--- src/rtl/wide_add_sequencer.sv ---
// wide_add_sequencer
//   Multi-cycle W = N*WORDS bit add/subtract. A single N-bit ripple slice is
//   reused once per cycle, LSB word first, with the carry held in a register.
//   Ports:
//     clk, rst_n                      clock, async active-low reset
//     start, sub, cin, a, b           request and operands (sampled on accept)
//     ready, busy, done               handshake status (registered)
//     sum, carry_flag,
//     overflow_flag, zero_flag        registered result, held until next done
module wide_add_sequencer #(
  parameter int unsigned N     = 32,
  parameter int unsigned WORDS = 4
) (
  input  logic               clk,
  input  logic               rst_n,
  input  logic               start,
  input  logic               sub,
  input  logic               cin,
  input  logic [N*WORDS-1:0] a,
  input  logic [N*WORDS-1:0] b,
  output logic               ready,
  output logic               busy,
  output logic               done,
  output logic [N*WORDS-1:0] sum,
  output logic               carry_flag,
  output logic               overflow_flag,
  output logic               zero_flag
);

  localparam int unsigned W     = N * WORDS;
  localparam int unsigned IDX_W = (WORDS > 1) ? $clog2(WORDS) : 1;
  localparam logic [IDX_W-1:0] LAST_IDX = IDX_W'(WORDS - 1);

  typedef enum logic [1:0] {
    IDLE = 2'd0,
    RUN  = 2'd1,
    DONE = 2'd2
  } state_t;

  state_t           state_q, state_d;
  logic [IDX_W-1:0] idx_q, idx_d;
  logic [W-1:0]     a_q, a_d;
  logic [W-1:0]     b_q, b_d;
  logic [W-1:0]     work_q, work_d;
  logic             c_q, c_d;
  logic             ready_q, ready_d;
  logic             busy_q, busy_d;
  logic             done_q, done_d;
  logic [W-1:0]     sum_q, sum_d;
  logic             carry_q, carry_d;
  logic             ovf_q, ovf_d;
  logic             zero_q, zero_d;

  logic [N-1:0]     sl_a, sl_b, sl_s;
  logic             sl_co;
  logic             cy;

  // Select the operand word addressed by idx
  always_comb begin
    sl_a = '0;
    sl_b = '0;
    for (int unsigned w = 0; w < WORDS; w++) begin
      if (idx_q == IDX_W'(w)) begin
        sl_a = a_q[w*N +: N];
        sl_b = b_q[w*N +: N];
      end
    end
  end

  // The one shared N-bit ripple slice: a chain of full-adder cells
  always_comb begin
    sl_s = '0;
    cy   = c_q;
    for (int unsigned i = 0; i < N; i++) begin
      sl_s[i] = sl_a[i] ^ sl_b[i] ^ cy;
      cy      = (sl_a[i] & sl_b[i]) | (cy & (sl_a[i] ^ sl_b[i]));
    end
    sl_co = cy;
  end

  // Next-state, datapath and flag logic
  always_comb begin
    state_d = state_q;
    idx_d   = idx_q;
    a_d     = a_q;
    b_d     = b_q;
    c_d     = c_q;
    work_d  = work_q;
    sum_d   = sum_q;
    carry_d = carry_q;
    ovf_d   = ovf_q;
    zero_d  = zero_q;
    done_d  = 1'b0;

    case (state_q)
      IDLE, DONE: begin
        if (start) begin
          // Subtract is a + ~b + 1, so the inversion and the +1 are folded
          // into the latched operand and initial carry.
          state_d = RUN;
          a_d     = a;
          b_d     = sub ? ~b : b;
          c_d     = sub | cin;
          idx_d   = '0;
        end else begin
          state_d = IDLE;
        end
      end
      RUN: begin
        for (int unsigned w = 0; w < WORDS; w++) begin
          if (idx_q == IDX_W'(w)) work_d[w*N +: N] = sl_s;
        end
        c_d = sl_co;
        if (idx_q == LAST_IDX) begin
          state_d = DONE;
          idx_d   = '0;
          sum_d   = work_d;
          carry_d = sl_co;
          ovf_d   = (a_q[W-1] == b_q[W-1]) & (work_d[W-1] != a_q[W-1]);
          zero_d  = (work_d == '0);
          done_d  = 1'b1;
        end else begin
          idx_d = idx_q + IDX_W'(1);
        end
      end
      default: state_d = IDLE;
    endcase

    ready_d = (state_d == IDLE) || (state_d == DONE);
    busy_d  = (state_d == RUN);
  end

  // State and output registers
  always_ff @(posedge clk or negedge rst_n) begin
    if (!rst_n) begin
      state_q <= IDLE;
      idx_q   <= '0;
      a_q     <= '0;
      b_q     <= '0;
      c_q     <= 1'b0;
      work_q  <= '0;
      ready_q <= 1'b1;
      busy_q  <= 1'b0;
      done_q  <= 1'b0;
      sum_q   <= '0;
      carry_q <= 1'b0;
      ovf_q   <= 1'b0;
      zero_q  <= 1'b0;
    end else begin
      state_q <= state_d;
      idx_q   <= idx_d;
      a_q     <= a_d;
      b_q     <= b_d;
      c_q     <= c_d;
      work_q  <= work_d;
      ready_q <= ready_d;
      busy_q  <= busy_d;
      done_q  <= done_d;
      sum_q   <= sum_d;
      carry_q <= carry_d;
      ovf_q   <= ovf_d;
      zero_q  <= zero_d;
    end
  end

  assign ready         = ready_q;
  assign busy          = busy_q;
  assign done          = done_q;
  assign sum           = sum_q;
  assign carry_flag    = carry_q;
  assign overflow_flag = ovf_q;
  assign zero_flag     = zero_q;

endmodule

--- config.mk ---
export PLATFORM = sky130hd
export DESIGN_NAME = wide_add_sequencer
export DESIGN_NICKNAME = d
export VERILOG_FILES = /design/src/rtl/wide_add_sequencer.sv
export SDC_FILE = /design/constraint.sdc
export NUM_CORES = 1
export LEC_CHECK = 0
export ABC_AREA = 1
export BUFFER_PORTS_ARGS = -buffer_cell sky130_fd_sc_hd__buf_2
export CAP_MARGIN = 0
export CORE_ASPECT_RATIO = 1.25
export CORE_UTILIZATION = 57
export DETAILED_ROUTE_END_ITERATION = 6
export GPL_TIMING_DRIVEN = 0
export HOLD_SLACK_MARGIN = 0.08
export PLACE_DENSITY = 0.86
export SYNTH_ARGS = -nofsm -noshare
export SYNTH_HDL_FRONTEND = slang
export SYNTH_SLANG_ARGS = --single-unit
export TNS_END_PERCENT = 1
--- constraint.sdc ---
create_clock -name clk -period 19.1 [get_ports clk]
set_input_delay 1.91 -clock clk [delete_from_list [all_inputs] [get_ports clk]]
set_output_delay 1.91 -clock clk [all_outputs]
set_load 0.1 [all_outputs]
== Yosys cells after proc, flatten, opt, wreduce, memory -nomap -nowiden ==
Cells that the tools add are included.
W data, S select, Z words.
Cells by class
  add/subtract/negate cells: 1
  equality and inequality tests: 10
  multiplexer cells: 27
  bitwise gates (word level): 163
  reductions and logical operators: 10
Operators by type and width (count)
  $mux W32: 16
  $logic_not A128 Y1: 1
  $mux W128: 1
  $not A128 Y128: 1
  $and A1 B1 Y1: 65
  $xor A1 B1 Y1: 64
  $or A1 B1 Y1: 33
  $eq A2 B2 Y1 const B: 4
  $pmux W2 S2: 2
  $eq A2 B1 Y1 const B: 3
  $logic_not A2 Y1: 3
  $mux W2: 3
  $reduce_and A2 Y1: 3
  $mux W1: 4
  $add A2 B1 Y2 const B: 1
  $ne A2 B2 Y1 const B: 1
  $pmux W1 S2: 1
  $reduce_bool A2 Y1: 1
  $reduce_or A2 Y1: 1
  $eq A1 B1 Y1: 1
  $logic_or A1 B1 Y1: 1
  $ne A1 B1 Y1: 1
Storage, ports and cells
  bits in registers: 523
  input port bits: 261
  output and inout port bits: 134
  logic and storage cells: 224

== Logic depth before layout (Yosys ltp) ==
Gate-level depths: netlist of run 1.
  depth after elaboration: 73
  depth in mapped cells: 57
  mapped depth without buffers: 55

== Worst setup path before layout of run 1 ==
OpenSTA, ideal clock, no wires.
  kind: flip-flop to flip-flop
  start point: reg idx_q[0]
  end point: reg zero_q (netlist: zero_flag)
  setup time: 0.068 ns
  arrival: 16.295 ns
  data required time: 19.032 ns
  slack: 2.738 ns
  stages on the path, launching flop included: 58
  path buffers: 2
  clock period less this slack: 16.362 ns
  cells stage by stage: dfrtp_1 inv_1 ha_1 buf_4 inv_4 nor2_4 clkbuf_1 a22oi_1 a21oi_1 a21oi_1 fa_1 inv_1 fa_1 inv_1 fa_1 fa_1 fa_1 fa_1 (+22 left out) inv_1 fa_1 inv_1 fa_1 fa_1 inv_1 fa_1 inv_1 nand2_1 o21ai_1 nand2_1 nor2_1 nand2_1 nor2_1 nand2_1 nor2_1 nand2_1 nand2_1
Between the ends
  word-level cells in the longest chain between the ends: 72
  elaborated cells between the ends (all ways): 179
  classes of those cells: eq/ne (3); mux (16); bitwise (157); reduce/logical (3)
RTL lines
  start, declared: line 41  | logic [IDX_W-1:0] idx_q, idx_d;
  start signal, assigned: line 151  | idx_q <= idx_d;
  $logic_not A2 Y1: line 63, 111
  $mux W32 (4 in a row): line 63  | if (idx_q == IDX_W'(w)) begin
  $xor A1 B1 Y1: line 75, 76
  $and A1 B1 Y1: line 76  | cy = (sl_a[i] & sl_b[i]) | (cy & (sl_a[i] ^ sl_b[i]));
  $or A1 B1 Y1: line 76
  $and A1 B1 Y1: line 76
  $or A1 B1 Y1: line 76
  $and A1 B1 Y1: line 76
  (+53 left out)
  $and A1 B1 Y1: line 76
  $or A1 B1 Y1: line 76
  $and A1 B1 Y1: line 76
  $or A1 B1 Y1: line 76
  $xor A1 B1 Y1: line 75  | sl_s[i] = sl_a[i] ^ sl_b[i] ^ cy;
  $mux W32: line 111  | if (idx_q == IDX_W'(w)) work_d[w*N +: N] = sl_s;
  $mux W32: line 95  | case (state_q)
  $logic_not A128 Y1: line 120  | zero_d = (work_d == '0);
  end signal, assigned: line 162  | zero_q <= zero_d;
  end, declared: line 52  | logic zero_q, zero_d;
Several ways; a longest one is shown, not always the timed one. The select of a mux whose other input is x is not followed.
A chain may end at the register's enable or synchronous reset.

== Worst setup path after layout of run 1 ==
Ends and elaborated chain as after synthesis.

==> results.cfg, run 1 <==
[sta]
rsz0062_at_grt = no
tightest_slew_ps = 814.1
finClkSkew_ps = 29.89
max_slew_margin_pct = 45.73
min_period_over_period_pct = 95.42
slew_viol_final = 0
fmax_mhz = 54.87
hold_viol = 0
setup_viol = 0
setup_tns_ps = 0
min_period_ps = 18230

[global_routing]
grt_pass1_wl_um = 119300
antenna_found_initial = 6
grt_start_max_net_pins = 127
grt_use_total_pct = 37.63
grt_pass1_vias = 20750
grt_overflow_total = 0

[critical_path]
cpMostUsedCell = fa_1
crit_slowest_cell = fa_1
cp-end-kind = flop
max_stage_delay_ps = 520
cp_max_fo = 10
path_class = flop to flop
crit_family = adder cells
critPathBufInv = 9
worstPathRequired_ps = 19620
startpoint_type = flop
worstPathArrival_ps = 18750

[synthesis]
synth_cell_types = 27
synth_top_cell_by_area = dfrtp_1
synth_edf_count = 0
syn_area_per_cell_sq_um = 9.505
synth_area_sq_um = 23560
synth_nets = 2776
async_flop_share_pct = 100.0
netlist_instances = 2479
synthTopCellsByArea = dfrtp_1 (54%), nand2_1 (12%), o21ai_0 (7.1%)
yosys_warnings = 0
seq_area_frac_synth_pct = 54.17
ys_seq_elements = 510
synth_ff_type = dfrtp_1
synth_top_area_share_pct = 54.06

[cells_and_area]
drive_above_1_share_pct = 24.44
areaGrowthSynthToFinish_pct = 18.90
seq_area_sq_um = 12760
fin_nets = 3223
layout_common_cells = nand2_1 (738), dfrtp_1 (509), buf_2 (454), o21ai_0 (335)
layout_commonest_cell = nand2_1
multiInputGateArea_sq_um = 9743
fill_cells = 3038

[clock_tree]
ctsResizeCount = 0
cts_setup_buffers = 0
htree_levels = 2
clockBufferDepth = 3
clk_latency_ps = 590
clk_pin_slew_ps = 70
cts_sinks = 510
cts_tree = built
cts_root_buf = clkbuf_16
ctsHoldBuffers = 0
cts_buffers = 48

[placed_design]
dpl.hpwl_um = 57620
gp_congestion = 0.9515
port_buffers = 393

[drt]
routedWlPerCell_um = 22.33
first_iter_violations = 2380
post_drt_via_cell_ratio = 5.968
drc = 0
wl_um = 78470
first_pass_iters = 6
ant_nets = 0
vias = 20970

[die]
die_area_sq_um = 42160
die_w_um = 183.9
placementRows = 82
core_sq_um = 40420
die_h_um = 229.3
initial_core_util_pct = 58.29
io_pins = 395

[min_path]
hold_class = flop to flop

[flow_run]
cap_violations = 0

[run_status]
status = complete, no violations
area by class of cell:
cell class / count / area share [%]
flip-flops and latches: 510 / 45.56
repair buffers: 397 / 7.449
well taps: 546 / 2.438
plain buffers: 171 / 3.131
clock inverters: 21 / 1.081
diodes: 6 / 0.05359
inverters: 47 / 0.6386
multi-input cells: 1751 / 34.78
clock buffers: 65 / 4.877
stage by stage:
step	utilization, %	worst slack (ps)	hold slack, ps	instance area (sq um)	std cells
3_5_place_dp	65.14	1113	460.9	26330	3422
5_1_grt	69.30	177.3	496.9	28010	3513
3_3_place_gp	64.84	1310	456.8	26210	3418
4_1_cts	69.27	976.8	478.7	28000	3508
2_1_floorplan	-	2738	447.8	23560	2479
6_report	69.31	874.6	479.8	28020	3514
cells by family after synthesis:
logic type               count (synthesis)  synth area share, %
XOR/XNOR                               128                4.758
AO/OA/AOI/OAI                          613                13.78
flip-flops                             510                54.17
adder cells (fa/ha/maj)                 36                2.931
AND/OR/NAND/NOR                        846                13.76
buffers and inverters                  218                4.482
multiplexers                           128                6.117
worst paths after layout:
kind | startpoint | to | slack, ps | cells past startpoint
setup / recovery | idx_q[0] | zero_flag | 870 | 55
hold / removal | sum[6] | sum[6] | 480 | 2
setup reg to reg | idx_q[0] | zero_flag | 870 | 55
hold reg to reg | sum[6] | sum[6] | 480 | 2
max in group asynchronous | rst_n | b_q[74] | 15880 | 4
min in group asynchronous | rst_n | sum[10] | 1270 | 1
flip-flops by register name, summed over array words and instances (netlist names):
register / count
state_q: 2
idx_q: 2
a_q: 128
b_q: 128
overflow_flag: 1
ready: 1
done: 1
c_q: 1
zero_flag: 1
sum: 128
carry_flag: 1
work_q: 115
busy: 1
synth_stat cells, types with 6 or more instances:
| cell type | n |
|---|---|
| or2_2 | 14 |
| buf_6 | 6 |
| nand3_1 | 7 |
| clkbuf_1 | 73 |
| buf_4 | 30 |
| o21ai_0 | 335 |
| xnor2_1 | 128 |
| nand2_1 | 738 |
| o21ai_1 | 103 |
| buf_2 | 62 |
| a21oi_1 | 95 |
| a22oi_1 | 61 |
| dfrtp_1 | 509 |
| inv_1 | 42 |
| a31oi_1 | 18 |
| nor2_1 | 81 |
| fa_1 | 32 |
| mux2_2 | 128 |
worst min-delay path, stage by stage (launching register included):
cell	delay (ps)
dfrtp_1	340
nand2_1	50
nand2_1	50
per-layer routing:
metal	routed length, um	share of wire, %	vias up	global-route usage, %
met5	0	0	-	0
met4	5039	6.4	0	21.54
met3	7488	9.5	293	6.917
met2	37870	48	1384	62.01
met1	28070	36	10200	46.45
li1	-	-	9089	-
Power of run 1 is left out: the tool's default activity adds up to more than one toggle a clock period on the data nets, which glitch-free logic cannot reach.
==> run 2: changes to the inputs <==
- CORE_ASPECT_RATIO: 1.25 -> 0.8
- GPL_TIMING_DRIVEN: 0 -> unset
==> results.cfg, run 2 (synthesis results as in run 1) <==
[critical_path]
worstPathArrival_ps = 18250
crit_slowest_cell = nor2_4
worstPathRequired_ps = 19600
cpMostUsedCell = fa_1
max_stage_delay_ps = 530
cp-end-kind = flop
r2r_start = idx_q[1]
critPathLaunch = idx_q[1]
startpoint_type = flop
cp_max_fo = 62
path_class = flop to flop

[sta]
finClkSkew_ps = 25.03
fmax_mhz = 56.35
tightest_slew_ps = 1224
setup_viol = 0
rsz0062_at_grt = no
max_slew_margin_pct = 18.41
min_period_over_period_pct = 92.91
setup_tns_ps = 0
hold_viol = 0
min_period_ps = 17750
slew_viol_final = 0

[die]
placementRows = 66
io_pins = 395
die_h_um = 183.9
core_sq_um = 40710
die_w_um = 229.3
die_area_sq_um = 42160
initial_core_util_pct = 57.88

[global_routing]
grtUsageMet3_pct = 7.785
met1_usage_pct = 44.26
grt_pass1_vias = 19200
grt_pass1_wl_um = 108800
gr-usage-met2_pct = 52.64
antenna_found_initial = 9
grt_use_total_pct = 33.86
grt-busiest-layer = met2
grt_start_max_net_pins = 236
grt_overflow_total = 0

[clock_tree]
htree_levels = 2
clockBufferDepth = 3
cts_sinks = 510
cts_setup_buffers = 0
clk_latency_ps = 580
cts_buffers = 49
ctsResizeCount = 0
cts_tree = built
clk_pin_slew_ps = 70
ctsHoldBuffers = 0
cts_root_buf = clkbuf_16

[placed_design]
port_buffers = 394
gp_congestion = 0.9507
dpl.hpwl_um = 50660

[cells_and_area]
layout_common_cells = nand2_1 (737), dfrtp_1 (509), buf_2 (392), o21ai_0 (335)
drive_above_1_share_pct = 23.26
areaGrowthSynthToFinish_pct = 15.85
fin_nets = 3069
layout_commonest_cell = nand2_1
fill_cells = 3107

[drt]
vias = 19520
drc = 0
ant_nets = 0
first_pass_iters = 6
post_drt_via_cell_ratio = 5.805
first_iter_violations = 2387
routedWlPerCell_um = 21.20
wl_um = 71260

[run_status]
status = complete, no violations

[min_path]
holdCritStartpoint = sum[111]
hold_class = flop to flop

[flow_run]
cap_violations = 0
## run 2: cell types whose count changed in the layout (fill, tap and decap cells not counted), moves of 3 or more
cell / previous run / this run
buf_6: 6 / 1
clkbuf_8: 8 / 12
buf_4: 30 / 18
ha_4: 0 / 3
clkinv_2: 7 / 14
buf_16: 4 / 0
buf_2: 454 / 392
clkbuf_1: 81 / 6
ha_1: 4 / 1
## run 2: final cells by class
cell class | instances | area (sq um) | area share, %
clock inverter | 22 | 249.0 | 0.9121
antenna | 6 | 15.01 | 0.05500
inverter | 47 | 180.2 | 0.6600
clock buffer | 69 | 1464 | 5.363
sequential | 510 | 12760 | 46.76
multi-input combinational | 1751 | 9802 | 35.91
timing repair buffer | 413 | 2143 | 7.852
tap | 544 | 680.7 | 2.493
## run 2: path summary, 6_finish.rpt
kind,slack (ps),endpoint,depth (start not counted)
setup reg to reg,1350,zero_flag,54
hold reg to reg,470,sum[111],2
min in group asynchronous,1420,sum[44],1
max in group asynchronous,15210,work_q[87],3
setup / recovery,1350,zero_flag,54
hold / removal,470,sum[111],2
## run 2: critical path, delay by kind of cell, from the launching register on
family | cells | cell delay, ps
adders and majority gates | 33 | 14680
DFF | 1 | 460
buffers and inverters | 7 | 630
and+or+nand+nor | 10 | 1210
AOI/OAI and AO/OA | 4 | 630
## run 2: metrics by stage
stage               cell area [sq um]  worst slack, ps  std cells  utilization [%]  hold slack (ps)
global route                    27290            688.1       3361            67.04            490.9
finish                          27300             1355       3362            67.05            472.0
CTS                             27280             1391       3356            67.01            477.6
floorplan                       23560             2738       2479                -            447.8
global placement                25570             1912       3265            62.81            458.8
detailed placement              25570             1570       3265            62.81            460.5
## run 2: routing by layer
layer  part of all wire [%]  up-vias
met5                  0.052        -
met4                    6.0        6
met3                    9.2      258
met2                     46     1015
met1                     39     9446
li1                       -     8790
Power of run 2 is left out for the same reason.
